<file path="config.mk">
export PLATFORM = sky130hd
export DESIGN_NAME = bbox_stream_param
export DESIGN_NICKNAME = d
export VERILOG_FILES = /design/src/rtl/bbox_stream_param.sv
export SDC_FILE = /design/constraint.sdc
export NUM_CORES = 1
export LEC_CHECK = 0
export ABC_AREA = 1
export BUFFER_PORTS_ARGS = -buffer_cell sky130_fd_sc_hd__buf_2
export CORE_MARGIN = 2
export CORE_UTILIZATION = 35
export CTS_BUF_LIST = sky130_fd_sc_hd__clkbuf_8 sky130_fd_sc_hd__clkbuf_16
export DETAILED_ROUTE_END_ITERATION = 12
export GPL_ROUTABILITY_DRIVEN = 0
export GPL_TIMING_DRIVEN = 1
export PLACE_DENSITY_LB_ADDON = 0.2
export SETUP_SLACK_MARGIN = 0.02
export SLEW_MARGIN = 25
export SYNTH_ARGS = -nofsm -noshare
export SYNTH_HDL_FRONTEND = slang
export SYNTH_SLANG_ARGS = --single-unit
</file>
<file path="constraint.sdc">
create_clock -name CLOCK_50 -period 4.4 [get_ports CLOCK_50]
set_input_delay 0.88 -clock CLOCK_50 [delete_from_list [all_inputs] [get_ports CLOCK_50]]
set_output_delay 0.88 -clock CLOCK_50 [all_outputs]
set_load 0.05 [all_outputs]
</file>
<file path="src/rtl/bbox_stream_param.sv">
// Streaming bounding-box engine: classifies raster-ordered pixel bytes against
// a runtime threshold/polarity and tracks the foreground extremes and the
// foreground pixel count without a frame buffer. Commands and readback share
// the 24-bit index field of hex_value_index.
//
// state  | meaning
// S_IDLE | after reset, waiting for a start command
// S_RUN  | accepting pixel bytes in index order
// S_DONE | frame complete, results held until the next start
module bbox_stream_param #(
  parameter int WIDTH    = 100,
  parameter int HEIGHT   = 100,
  parameter int NUM_CH   = 3,
  parameter int THRESH   = 128,
  parameter int CMD_BASE = 99999
) (
  input  logic        CLOCK_50,
  input  logic        reset_n,
  input  logic        wr_en,
  input  logic        rd_en,
  input  logic [31:0] hex_value_index,
  output logic [31:0] coordinates,
  output logic        done
);

  typedef enum logic [1:0] {S_IDLE, S_RUN, S_DONE} state_t;

  localparam logic [63:0] TOTAL    = 64'(WIDTH) * 64'(HEIGHT) * 64'(NUM_CH);
  localparam logic [23:0] C_START  = 24'(CMD_BASE);
  localparam logic [23:0] C_THR    = 24'(CMD_BASE + 1);
  localparam logic [23:0] C_POL    = 24'(CMD_BASE + 2);
  localparam logic [23:0] C_MIN    = 24'(CMD_BASE + 4);
  localparam logic [23:0] C_MAX    = 24'(CMD_BASE + 5);
  localparam logic [23:0] C_CNT    = 24'(CMD_BASE + 6);
  localparam logic [23:0] C_STAT   = 24'(CMD_BASE + 7);
  localparam logic [1:0]  CH_LAST  = 2'(NUM_CH - 1);
  localparam logic [15:0] X_LAST   = 16'(WIDTH - 1);
  localparam logic [7:0]  THR_INIT = 8'(THRESH);

  state_t      state, state_nxt;
  logic [7:0]  data;
  logic [23:0] idx;
  logic [7:0]  thr;
  logic        pol;
  logic        err, empty, last_seen, all_ok;
  logic [15:0] x_min, y_min, x_max, y_max, x_pos, y_pos;
  logic [31:0] fg_count, exp_idx;
  logic [1:0]  ch;
  logic        is_pix, in_order, live, take, bad, is_start, match, fg;
  logic [31:0] rd_data;

  assign data     = hex_value_index[31:24];
  assign idx      = hex_value_index[23:0];
  assign is_start = wr_en && (idx == C_START);
  assign is_pix   = {40'd0, idx} < TOTAL;
  assign in_order = {8'd0, idx} == exp_idx;
  // last_seen closes the window between the final byte and the DONE transition
  assign live     = wr_en && is_pix && (state == S_RUN) && !last_seen;
  assign take     = live && in_order;
  assign bad      = live && !in_order;
  assign match    = pol ? (data > thr) : (data < thr);
  assign fg       = all_ok && match;

  // State register
  always_ff @(posedge CLOCK_50 or negedge reset_n) begin
    if (!reset_n) state <= S_IDLE;
    else          state <= state_nxt;
  end

  // Next-state logic: start wins from any state; RUN ends one edge after the last byte
  always_comb begin
    state_nxt = state;
    if (is_start)                            state_nxt = S_RUN;
    else if ((state == S_RUN) && last_seen)  state_nxt = S_DONE;
  end

  // Threshold and polarity configuration, untouched by start
  always_ff @(posedge CLOCK_50 or negedge reset_n) begin
    if (!reset_n) begin
      thr <= THR_INIT;
      pol <= 1'b0;
    end else if (wr_en) begin
      if (idx == C_THR) thr <= data;
      if (idx == C_POL) pol <= data[0];
    end
  end

  // Pixel datapath: scan position, channel AND, extremes, count and status flags
  always_ff @(posedge CLOCK_50 or negedge reset_n) begin
    if (!reset_n) begin
      x_min <= 16'hFFFF; y_min <= 16'hFFFF; x_max <= '0; y_max <= '0;
      fg_count <= '0; exp_idx <= '0; ch <= '0; x_pos <= '0; y_pos <= '0;
      all_ok <= 1'b1; err <= 1'b0; empty <= 1'b1; done <= 1'b0; last_seen <= 1'b0;
    end else if (is_start) begin
      x_min <= 16'hFFFF; y_min <= 16'hFFFF; x_max <= '0; y_max <= '0;
      fg_count <= '0; exp_idx <= '0; ch <= '0; x_pos <= '0; y_pos <= '0;
      all_ok <= 1'b1; err <= 1'b0; empty <= 1'b1; done <= 1'b0; last_seen <= 1'b0;
    end else begin
      if (bad) err <= 1'b1;
      if ((state == S_RUN) && last_seen) done <= 1'b1;
      if (take) begin
        exp_idx <= exp_idx + 32'd1;
        if ({32'd0, exp_idx} == TOTAL - 64'd1) last_seen <= 1'b1;
        if (ch == CH_LAST) begin
          ch     <= '0;
          all_ok <= 1'b1;
          if (fg) begin
            if (x_pos < x_min) x_min <= x_pos;
            if (y_pos < y_min) y_min <= y_pos;
            if (x_pos > x_max) x_max <= x_pos;
            if (y_pos > y_max) y_max <= y_pos;
            fg_count <= fg_count + 32'd1;
            empty    <= 1'b0;
          end
          if (x_pos == X_LAST) begin
            x_pos <= '0;
            y_pos <= y_pos + 16'd1;
          end else begin
            x_pos <= x_pos + 16'd1;
          end
        end else begin
          ch     <= ch + 2'd1;
          all_ok <= fg;
        end
      end
    end
  end

  // Readback mux on current (pre-write) register values
  always_comb begin
    rd_data = '0;
    if (idx == C_MIN)       rd_data = {y_min, x_min};
    else if (idx == C_MAX)  rd_data = {y_max, x_max};
    else if (idx == C_CNT)  rd_data = fg_count;
    else if (idx == C_STAT) rd_data = {28'd0, err, empty, done, state == S_RUN};
  end

  // Read data register, held between reads
  always_ff @(posedge CLOCK_50 or negedge reset_n) begin
    if (!reset_n)   coordinates <= '0;
    else if (rd_en) coordinates <= rd_data;
  end

endmodule

</file>
==> results of run 1 <==
## report_power, final
group | internal (mW) | switching (mW)
Clock | 1.36 | 0.868
Sequential | 1.92 | 0.00000119
Combinational | 0.0316 | 0.0900
## cells by family after synthesis
group	after synthesis	synth area share
buffers and inverters	296	0.0892
adders and majority gates	74	0.0666
DFF	209	0.380
AOI/OAI and AO/OA	203	0.0810
and+or+nand+nor	1100	0.347
muxes	8	0.00648
xor gates and xnor gates	48	0.0303
## worst max-delay path, stage by stage
cell     delay, ps
buf_2           90
inv_1           60
nor2_2         130
nand2_1        100
nor2_2         500
nand4_4        580
nand2_8        650
nand2_2        510
nand2_1        180
nand2_1         60
## final timing paths
kind,depth (start not counted),end
setup reg to reg,12,y_min[14]
max in group asynchronous,2,fg_count[7]
setup / recovery,10,fg_count[29]
hold reg to reg,2,x_min[1]
min in group CLOCK_50,2,x_min[1]
hold / removal,1,y_pos[13]
## per-stage QoR
step	utilization	cell area (um2)	setup slack (ps)	cells	hold slack [ps]
3_3_place_gp	0.375	14600	598	2460	462
4_1_cts	0.398	15500	1100	2508	308
6_report	0.398	15500	1060	2510	295
3_5_place_dp	0.375	14600	521	2460	464
5_1_grt	0.398	15500	760	2508	331
2_1_floorplan	-	13900	1920	1938	450
## metal layers
metal,GRT usage,up-vias,share of wire
met5,0,-,0
met4,0.0498,0,0.024
met3,0.0289,58,0.047
met2,0.319,271,0.45
met1,0.286,5895,0.48
li1,-,6349,-
## layout by cell type, fill, tap and decap left out, types with 2 or more instances in the layout
cell	synthesis	routed
nor4_1	17	17
mux2_2	8	8
nand4_4	2	2
clkbuf_8	0	5
o21ai_2	12	12
nand2_1	641	641
buf_2	34	67
clkinv_2	0	4
dfrtp_1	174	174
ha_1	74	74
or2_2	8	8
bufinv_16	0	3
xor2_1	39	39
o21a_1	2	2
xnor2_1	9	9
o21ai_0	59	59
nor3_1	40	40
nand4_1	100	100
and3_1	5	5
a21o_1	2	2
diode_2	0	2
nand3b_1	11	11
a21oi_1	89	89
nand2_2	3	3
o21bai_4	4	4
nor2_1	166	166
clkbuf_16	0	27
dfstp_2	35	35
o21ai_1	35	35
clkinv_1	3	3
nand3_4	5	5
nand3_1	94	94
inv_1	208	216
nor2_2	4	4
inv_2	9	9
buf_4	9	11
## area by class of cell
| type | instances | area [um2] |
|---|---|---|
| multi-input cells | 1433 | 7380 |
| repair buffers | 80 | 453 |
| well taps | 518 | 648 |
| inverters | 220 | 826 |
| diodes | 2 | 5.00 |
| fillers | 4173 | 23400 |
| flip-flops and latches | 209 | 5270 |
| clock inverters | 16 | 148 |
| clock buffers | 32 | 744 |
==> run_results.csv, run 1 <==
group,metric,value,unit
clocking,cts_tree,"yes",
placement,dp_hpwl,29100,um
clocking,clk_latency,550,ps
placement,port_buffers,68,
sta,slew_violations,0,
global_routing,antenna_found_initial,1,
synth,yosys_warnings,0,
sta,setup_viol,0,
synth,async_reset_ff_frac,1.00,
floorplanning,die_width,203,um
clocking,cts_max_level,1,
global_routing,grt_util_all_layers,0.201,
clocking,cts_buffer_depth,3,
min_path,hp-class,"in2async",
worst_setup_path,rrSetupSlack,1640,ps
synth,synth_edf_count,0,
worst_setup_path,criticalPathCategory,"in2reg",
synth,syn-cell-area,13900,um2
sta,period_share,0.758,
floorplanning,initial_utilization,0.357,
worst_setup_path,end_kind,"flop",
routing,drtIter0Drc,973,
sta,finalHoldViolCount,0,
global_routing,grt_pass1_vias,12200,
sta,fin_skew,27.1,ps
synth,synth_most_common_cell,"nand2_1",
sta,relSlewSlack,0.317,
synth,yosysTopAreaCellShare,0.313,
clocking,numCtsBuffers,26,
global_routing,overflow,0,
power,p_leak,7.45,nW
worst_setup_path,cp-start-kind,"input port",
routing,wl_per_cell,16.1,um
floorplanning,dieArea,41300,um2
synth,syn_inst,1938,
synth,ys_ff_latch,209,
finish,area_delta_synth_final,11.4,%
synth,yosys.area.top_type,"dfrtp_1",
clocking,path_clk_slew,60,ps
job,cap_violations,0,
finish,top_regs,"coordinates x32, exp_idx x32, fg_count x32",
synth,seq_area_frac_synth,0.380,
floorplanning,core,38900,um2
floorplanning,die_h,203,um
routing,via_count,12600,
synth,syn_avg_cell_area,7.17,um2
floorplanning,io_pins,69,
sta,tightest_slew,1020,ps
worst_setup_path,critPathRequiredTime,4820,ps
synth,netlist_top_cells_count,"nand2_1, inv_1, dfrtp_1",
worst_setup_path,arrival,3760,ps
sta,max_freq,0.300,GHz
power,power_density,276,nW/um2
worst_setup_path,crit_fanout,83,
synth,syn-num-nets,2048,
clocking,postCtsHoldBufs,0,
worst_setup_path,cp-startpoint,"hex_value_index[10]",
worst_setup_path,r2r-start,"thr[7]",
synth,synth_cell_type_count,37,
routing,viasPerCell,5.01,
finish,fin_nets,2080,
finish,layout-drive-gt1-share,0.107,
power,ir_worst_vdd,0.000258,V
floorplanning,placement_rows,72,
synth,synthFlopType,"dfrtp_1",
routing,drc,0,
power,p_total,4.28,mW
sta,rsz0062_at_grt,"false",
sta,fin_crit,3340,ps
routing,antenna_left,0,
status,outcome,"completed",
clocking,cts_resized,0,
clocking,clock-root-buffer,"clkbuf_16",
global_routing,grt_pass1_wl,67000,um
sta,tns,0,ps
global_routing,grt_max_degree,91,
clocking,clkSinkCount,209,
synth,synth_area_leaders,"dfrtp_1, nand2_1, ha_1",
routing,wirelength,40500,um
routing,drt_pass1_iterations,5,
clocking,cts_setup_buffers,0,
No activity file was read; power rests on OpenSTA's default activity.
==> inputs of run 2 (changes only) <==
==> constraint.sdc (replaced) <==
create_clock -name CLOCK_50 -period 2.7 [get_ports CLOCK_50]
set_input_delay 0.54 -clock CLOCK_50 [delete_from_list [all_inputs] [get_ports CLOCK_50]]
set_output_delay 0.54 -clock CLOCK_50 [all_outputs]
set_load 0.05 [all_outputs]
==> run_results.csv, run 2 (same netlist as run 1, synthesis figures left out) <==
group,metric,value,unit
status,outcome,"completed",
placement,place_area,14900,um2
floorplanning,io_pins,69,
min_path,min_path_cells,2,
routing,drc,0,
sta,fin_skew,14.1,ps
power,pwr-share-comb,0.031,
power,switching_share,0.230,
placement,port_buffers,68,
worst_setup_path,r2r-start,"thr[7]",
finish,area_delta_synth_final,13.5,%
floorplanning,dieArea,41300,um2
sta,finalHoldViolCount,0,
power,p_leak,7.61,nW
clocking,path_clk_slew,60,ps
finish,multi_input_area,7380,um2
finish,layout.area.seq,5270,um2
floorplanning,die_width,203,um
finish,top_regs,"coordinates x32, exp_idx x32, fg_count x32",
routing,via_count,12700,
worst_setup_path,cp-start-kind,"flop",
routing,antenna_left,0,
worst_setup_path,cp-startpoint,"thr[7]",
floorplanning,initial_utilization,0.357,
sta,period_share,0.876,
power,p_seq_frac,0.455,
sta,tns,0,ps
sta,relSlewSlack,0.570,
routing,met1_length,19200,um
min_path,hp-class,"in2reg",
routing,wirelength,40400,um
worst_setup_path,path_buf_inv,3,
sta,max_freq,0.423,GHz
worst_setup_path,critPathTopFamily,"simple AND/OR/NAND/NOR gates",
finish,fill_cells,4089,
finish,stdcell_area,15800,um2
worst_setup_path,arrival,2870,ps
routing,drt_pass1_iterations,6,
global_routing,grt_util_all_layers,0.198,
power,p_switching,1.58,mW
worst_setup_path,end_kind,"flop",
worst_setup_path,crit_fanout,16,
worst_setup_path,slowest_delay,530,ps
routing,viasPerCell,5.00,
finish,layout-drive-gt1-share,0.119,
worst_setup_path,criticalPathCategory,"reg2reg",
routing,wl_met3,2090,um
global_routing,grt_pass1_vias,12400,
clocking,clock-root-buffer,"clkbuf_16",
sta,rsz0062_at_grt,"false",
clocking,cts_resized,0,
clocking,cts_setup_buffers,0,
clocking,cts_max_level,1,
sta,setup_viol,0,
sta,fin_crit,2370,ps
worst_setup_path,critPathRequiredTime,3200,ps
routing,top_layer_used,"met4",
clocking,numCtsBuffers,26,
clocking,cts_tree,"yes",
power,ir_worst_vdd,0.000379,V
min_path,worst_hold_startpoint,"hex_value_index[31]",
worst_setup_path,reg2regPathDepth,12,
worst_setup_path,slowest_stage,"dfstp_2",
finish,post-route-util,0.405,
power,clkPwrFrac,0.514,
sta,fin_ws,335,ps
floorplanning,placement_rows,72,
sta,slew_violations,0,
global_routing,overflow,0,
global_routing,grt_pass1_wl,66300,um
worst_setup_path,critPathMostFrequentCell,"nand2_1",
routing,wl_per_cell,15.9,um
clocking,clk_latency,560,ps
finish,final_common_cell,"nand2_1",
worst_setup_path,crit_path_cell_trace,"inv_1 -> ha_1 -> nand2_1 -> inv_1 -> nor3_1 -> nand2_1 -> nand2_1 -> nand3_1 -> nand2_4 -> buf_4 -> nand4_1 -> nand2_1",
clocking,clkSinkCount,209,
worst_setup_path,cp.depth,12,
global_routing,grt_max_degree,73,
routing,drtIter0Drc,857,
global_routing,antenna_found_initial,2,
routing,wl_met2,18200,um
placement,dp_hpwl,29600,um
clocking,cts_buffer_depth,3,
power,p_int,5.31,mW
finish,fin_nets,2107,
sta,tightest_slew,640,ps
job,cap_violations,0,
floorplanning,die_h,203,um
finish,final_cell_mix,"nand2_1, inv_1, dfrtp_1",
floorplanning,core,38900,um2
placement,dpl_worst_slack,98.4,ps
power,power_density,437,nW/um2
==> run 2: worst reg2reg max path: stages, from the launching register on <==
cell and delay [ps]:
dfstp_2 530, inv_1 40, ha_1 270, nand2_1 70, inv_1 30, nor3_1 220
nand2_1 80, nand2_1 60, nand3_1 220, nand2_4 300, buf_4 260, nand4_1 130
nand2_1 100
==> run 2: per-stage QoR <==
step | hold WS (ps) | power (mW) | std cells
after floorplan | 244 | 3.26 | 1938
after global placement | 462 | 3.41 | 2486
after detailed placement | 461 | 3.41 | 2486
after CTS | 214 | 7.00 | 2535
after global routing | 230 | 7.13 | 2536
final | 241 | 6.90 | 2537
==> run 2: cell type report <==
type,instances,area share
multi-input combinational,1433,0.468
sequential,209,0.334
inverter,220,0.0523
clock buffer,35,0.0498
timing repair buffer,107,0.0489
tap,518,0.0411
clock inverter,13,0.00547
antenna,2,0.000317
==> run 2: worst paths after layout <==
check / slack (ps) / endpoint
max: 330 / y_max[14]
min: 240 / thr[7]
max reg2reg: 330 / y_max[14]
min reg2reg: 470 / x_min[2]
max in group asynchronous: 1400 / x_min[0]
min in group asynchronous: 570 / y_pos[10]
==> run 2: routing by layer <==
layer,vias up,global-route usage
li1,6411,-
met1,5922,0.275
met2,302,0.322
met3,52,0.0308
met4,0,0.0521
met5,-,0
==> run 2: power by group through the flow <==
stage	registers (mW)	logic, mW	clock network [mW]
final	3.14	0.214	3.55
after global routing	3.13	0.246	3.75
after CTS	3.14	0.220	3.64
after detailed placement	3.19	0.218	0
after global placement	3.19	0.216	0
after floorplan	3.19	0.0675	0
==> run 2: timing repair <==
| action | in CTS | in global routing |
|---|---|---|
| endpoints found under the setup margin | 0 | 0 |
| hold buffers | 1 | 0 |
| endpoints found under the hold margin | 16 | 0 |
==> inputs of run 3 (changes only) <==
--- a/config.mk
+++ b/config.mk
@@ -7,6 +7,7 @@
 export LEC_CHECK = 0
 export ABC_AREA = 1
 export BUFFER_PORTS_ARGS = -buffer_cell sky130_fd_sc_hd__buf_2
+export CORE_ASPECT_RATIO = 1.2
 export CORE_MARGIN = 2
 export CORE_UTILIZATION = 35
 export CTS_BUF_LIST = sky130_fd_sc_hd__clkbuf_8 sky130_fd_sc_hd__clkbuf_16
==> run_results.csv, run 3 (same netlist as run 1, synthesis figures left out) <==
group,metric,value,unit
worst_setup_path,crit_fanout,29,
placement,place_area,14900,um2
floorplanning,die_h,222,um
sta,fin_ws,381,ps
finish,layout-drive-gt1-share,0.123,
sta,hold_ws,247,ps
power,p_seq_frac,0.447,
worst_setup_path,critPathRequiredTime,3120,ps
job,cap_violations,0,
worst_setup_path,crit_path_cell_trace,"inv_1 -> nand2_1 -> nand2_1 -> nor2_1 -> nand2_1 -> nor2_1 -> nand2_1 -> nor2_4 -> nand3_4 -> nand2_8 -> nand2_2 -> nand2_1 -> o21ai_2",
worst_setup_path,end_kind,"flop",
routing,antenna_left,0,
finish,final_cell_mix,"nand2_1, inv_1, dfrtp_1",
power,p_switching,1.61,mW
sta,fin_crit,2320,ps
status,outcome,"completed",
worst_setup_path,slowest_delay,490,ps
floorplanning,io_pins,69,
finish,fin_nets,2112,
worst_setup_path,cp-start-kind,"flop",
finish,final_common_cell,"nand2_1",
worst_setup_path,slowest_stage,"dfrtp_1",
floorplanning,core,38900,um2
floorplanning,die_width,186,um
sta,setup_viol,0,
sta,tightest_slew,615,ps
finish,instances_no_fill,2548,
worst_setup_path,arrival,2740,ps
power,p_total,7.02,mW
sta,rsz0062_at_grt,"false",
power,switching_share,0.229,
power,clkPwrFrac,0.524,
routing,drtIter0Drc,985,
clocking,path_clk_slew,60,ps
finish,area_delta_synth_final,14.2,%
global_routing,grt_pass1_vias,12500,
clocking,cts_buffer_depth,3,
sta,slew_violations,0,
worst_setup_path,criticalPathCategory,"reg2reg",
global_routing,antenna_found_initial,0,
floorplanning,placement_rows,79,
power,pwr-share-comb,0.029,
placement,dpl_worst_slack,81.8,ps
finish,antenna_cells,0,
global_routing,grt_pass1_wl,65700,um
placement,port_buffers,68,
clocking,cts_max_level,1,
global_routing,grt_max_degree,63,
floorplanning,dieArea,41300,um2
routing,wl_per_cell,15.6,um
power,p_leak,7.64,nW
routing,drt_pass1_iterations,7,
power,ir_worst_vdd,0.000385,V
routing,via_count,12800,
sta,max_freq,0.431,GHz
clocking,clkSinkCount,209,
power,power_density,442,nW/um2
routing,wirelength,39900,um
global_routing,overflow,0,
power,p_int,5.41,mW
clocking,cts_setup_buffers,0,
clocking,numCtsBuffers,27,
routing,viasPerCell,5.03,
sta,tns,0,ps
routing,drc,0,
sta,period_share,0.859,
finish,post-route-util,0.407,
clocking,clock-root-buffer,"clkbuf_16",
clocking,cts_tree,"yes",
global_routing,grt_util_all_layers,0.197,
min_path,hp-class,"in2reg",
worst_setup_path,critPathMostFrequentCell,"nand2_1",
finish,top_regs,"coordinates x32, exp_idx x32, fg_count x32",
sta,relSlewSlack,0.588,
worst_setup_path,path_buf_inv,1,
floorplanning,initial_utilization,0.357,
placement,dp_hpwl,29600,um
clocking,clk_latency,550,ps
worst_setup_path,critPathTopFamily,"simple AND/OR/NAND/NOR gates",
finish,stdcell_area,15900,um2
placement,place_inst,2498,
sta,finalHoldViolCount,0,
finish,fill_cells,4135,
sta,fin_skew,13.2,ps
run 3: cell types whose count changed in the layout (fill, tap and decap cells not counted), moves of 2 or more:
cell | previous run | this run
buf_4 | 28 | 32
bufinv_16 | 1 | 3
clkbuf_8 | 8 | 4
clkinv_4 | 1 | 3
clkinvlp_4 | 0 | 2
diode_2 | 2 | 0
run 3: cell type report:
type                            count  area, um2  share of cell area
Multi-Input combinational cell   1433       7400               0.467
Sequential cell                   209       5270               0.332
Inverter                          220        826              0.0520
Timing Repair Buffer              111        801              0.0505
Clock buffer                       31        731              0.0460
Tap cell                          526        658              0.0415
Clock inverter                     18        175              0.0110
run 3: final timing paths:
path | start | end | slack (ps) | cells past startpoint
setup / recovery | exp_idx[0] | x_pos[11] | 380 | 13
hold / removal | hex_value_index[26] | thr[2] | 250 | 2
setup reg to reg | exp_idx[0] | x_pos[11] | 380 | 13
hold reg to reg | coordinates[3] | coordinates[3] | 470 | 2
max in group asynchronous | reset_n | thr[7] | 1380 | 3
min in group asynchronous | reset_n | thr[3] | 500 | 2
run 3: power by group through the flow:
stage | Clock (mW) | Sequential [mW] | Combinational [mW]
floorplan | 0 | 3.19 | 0.0675
global placement | 0 | 3.19 | 0.210
detailed placement | 0 | 3.19 | 0.213
CTS | 3.77 | 3.14 | 0.215
global route | 3.91 | 3.13 | 0.240
finish | 3.68 | 3.14 | 0.207
run 3: worst register-to-register path, stage by stage (launching register included):
cell     delay [ps]
dfrtp_1         490
inv_1           120
nand2_1          70
nand2_1          40
nor2_1          110
nand2_1          80
nor2_1          100
nand2_1          80
nor2_4          140
nand3_4         130
nand2_8         230
nand2_2         350
nand2_1         180
o21ai_2          60
run 3: what timing repair did:
item	4_1_cts	5_1_grt
setup endpoints to repair	0	92
hold endpoints to repair	50	0
hold buffers	1	0
gates resized for setup	0	3
run 3: routing by layer:
layer	global-route usage	share of wire	up-vias
li1	-	-	6436
met3	0.0228	0.048	72
met4	0.0632	0.028	0
met5	0	0	-
met2	0.323	0.47	320
met1	0.268	0.46	5983
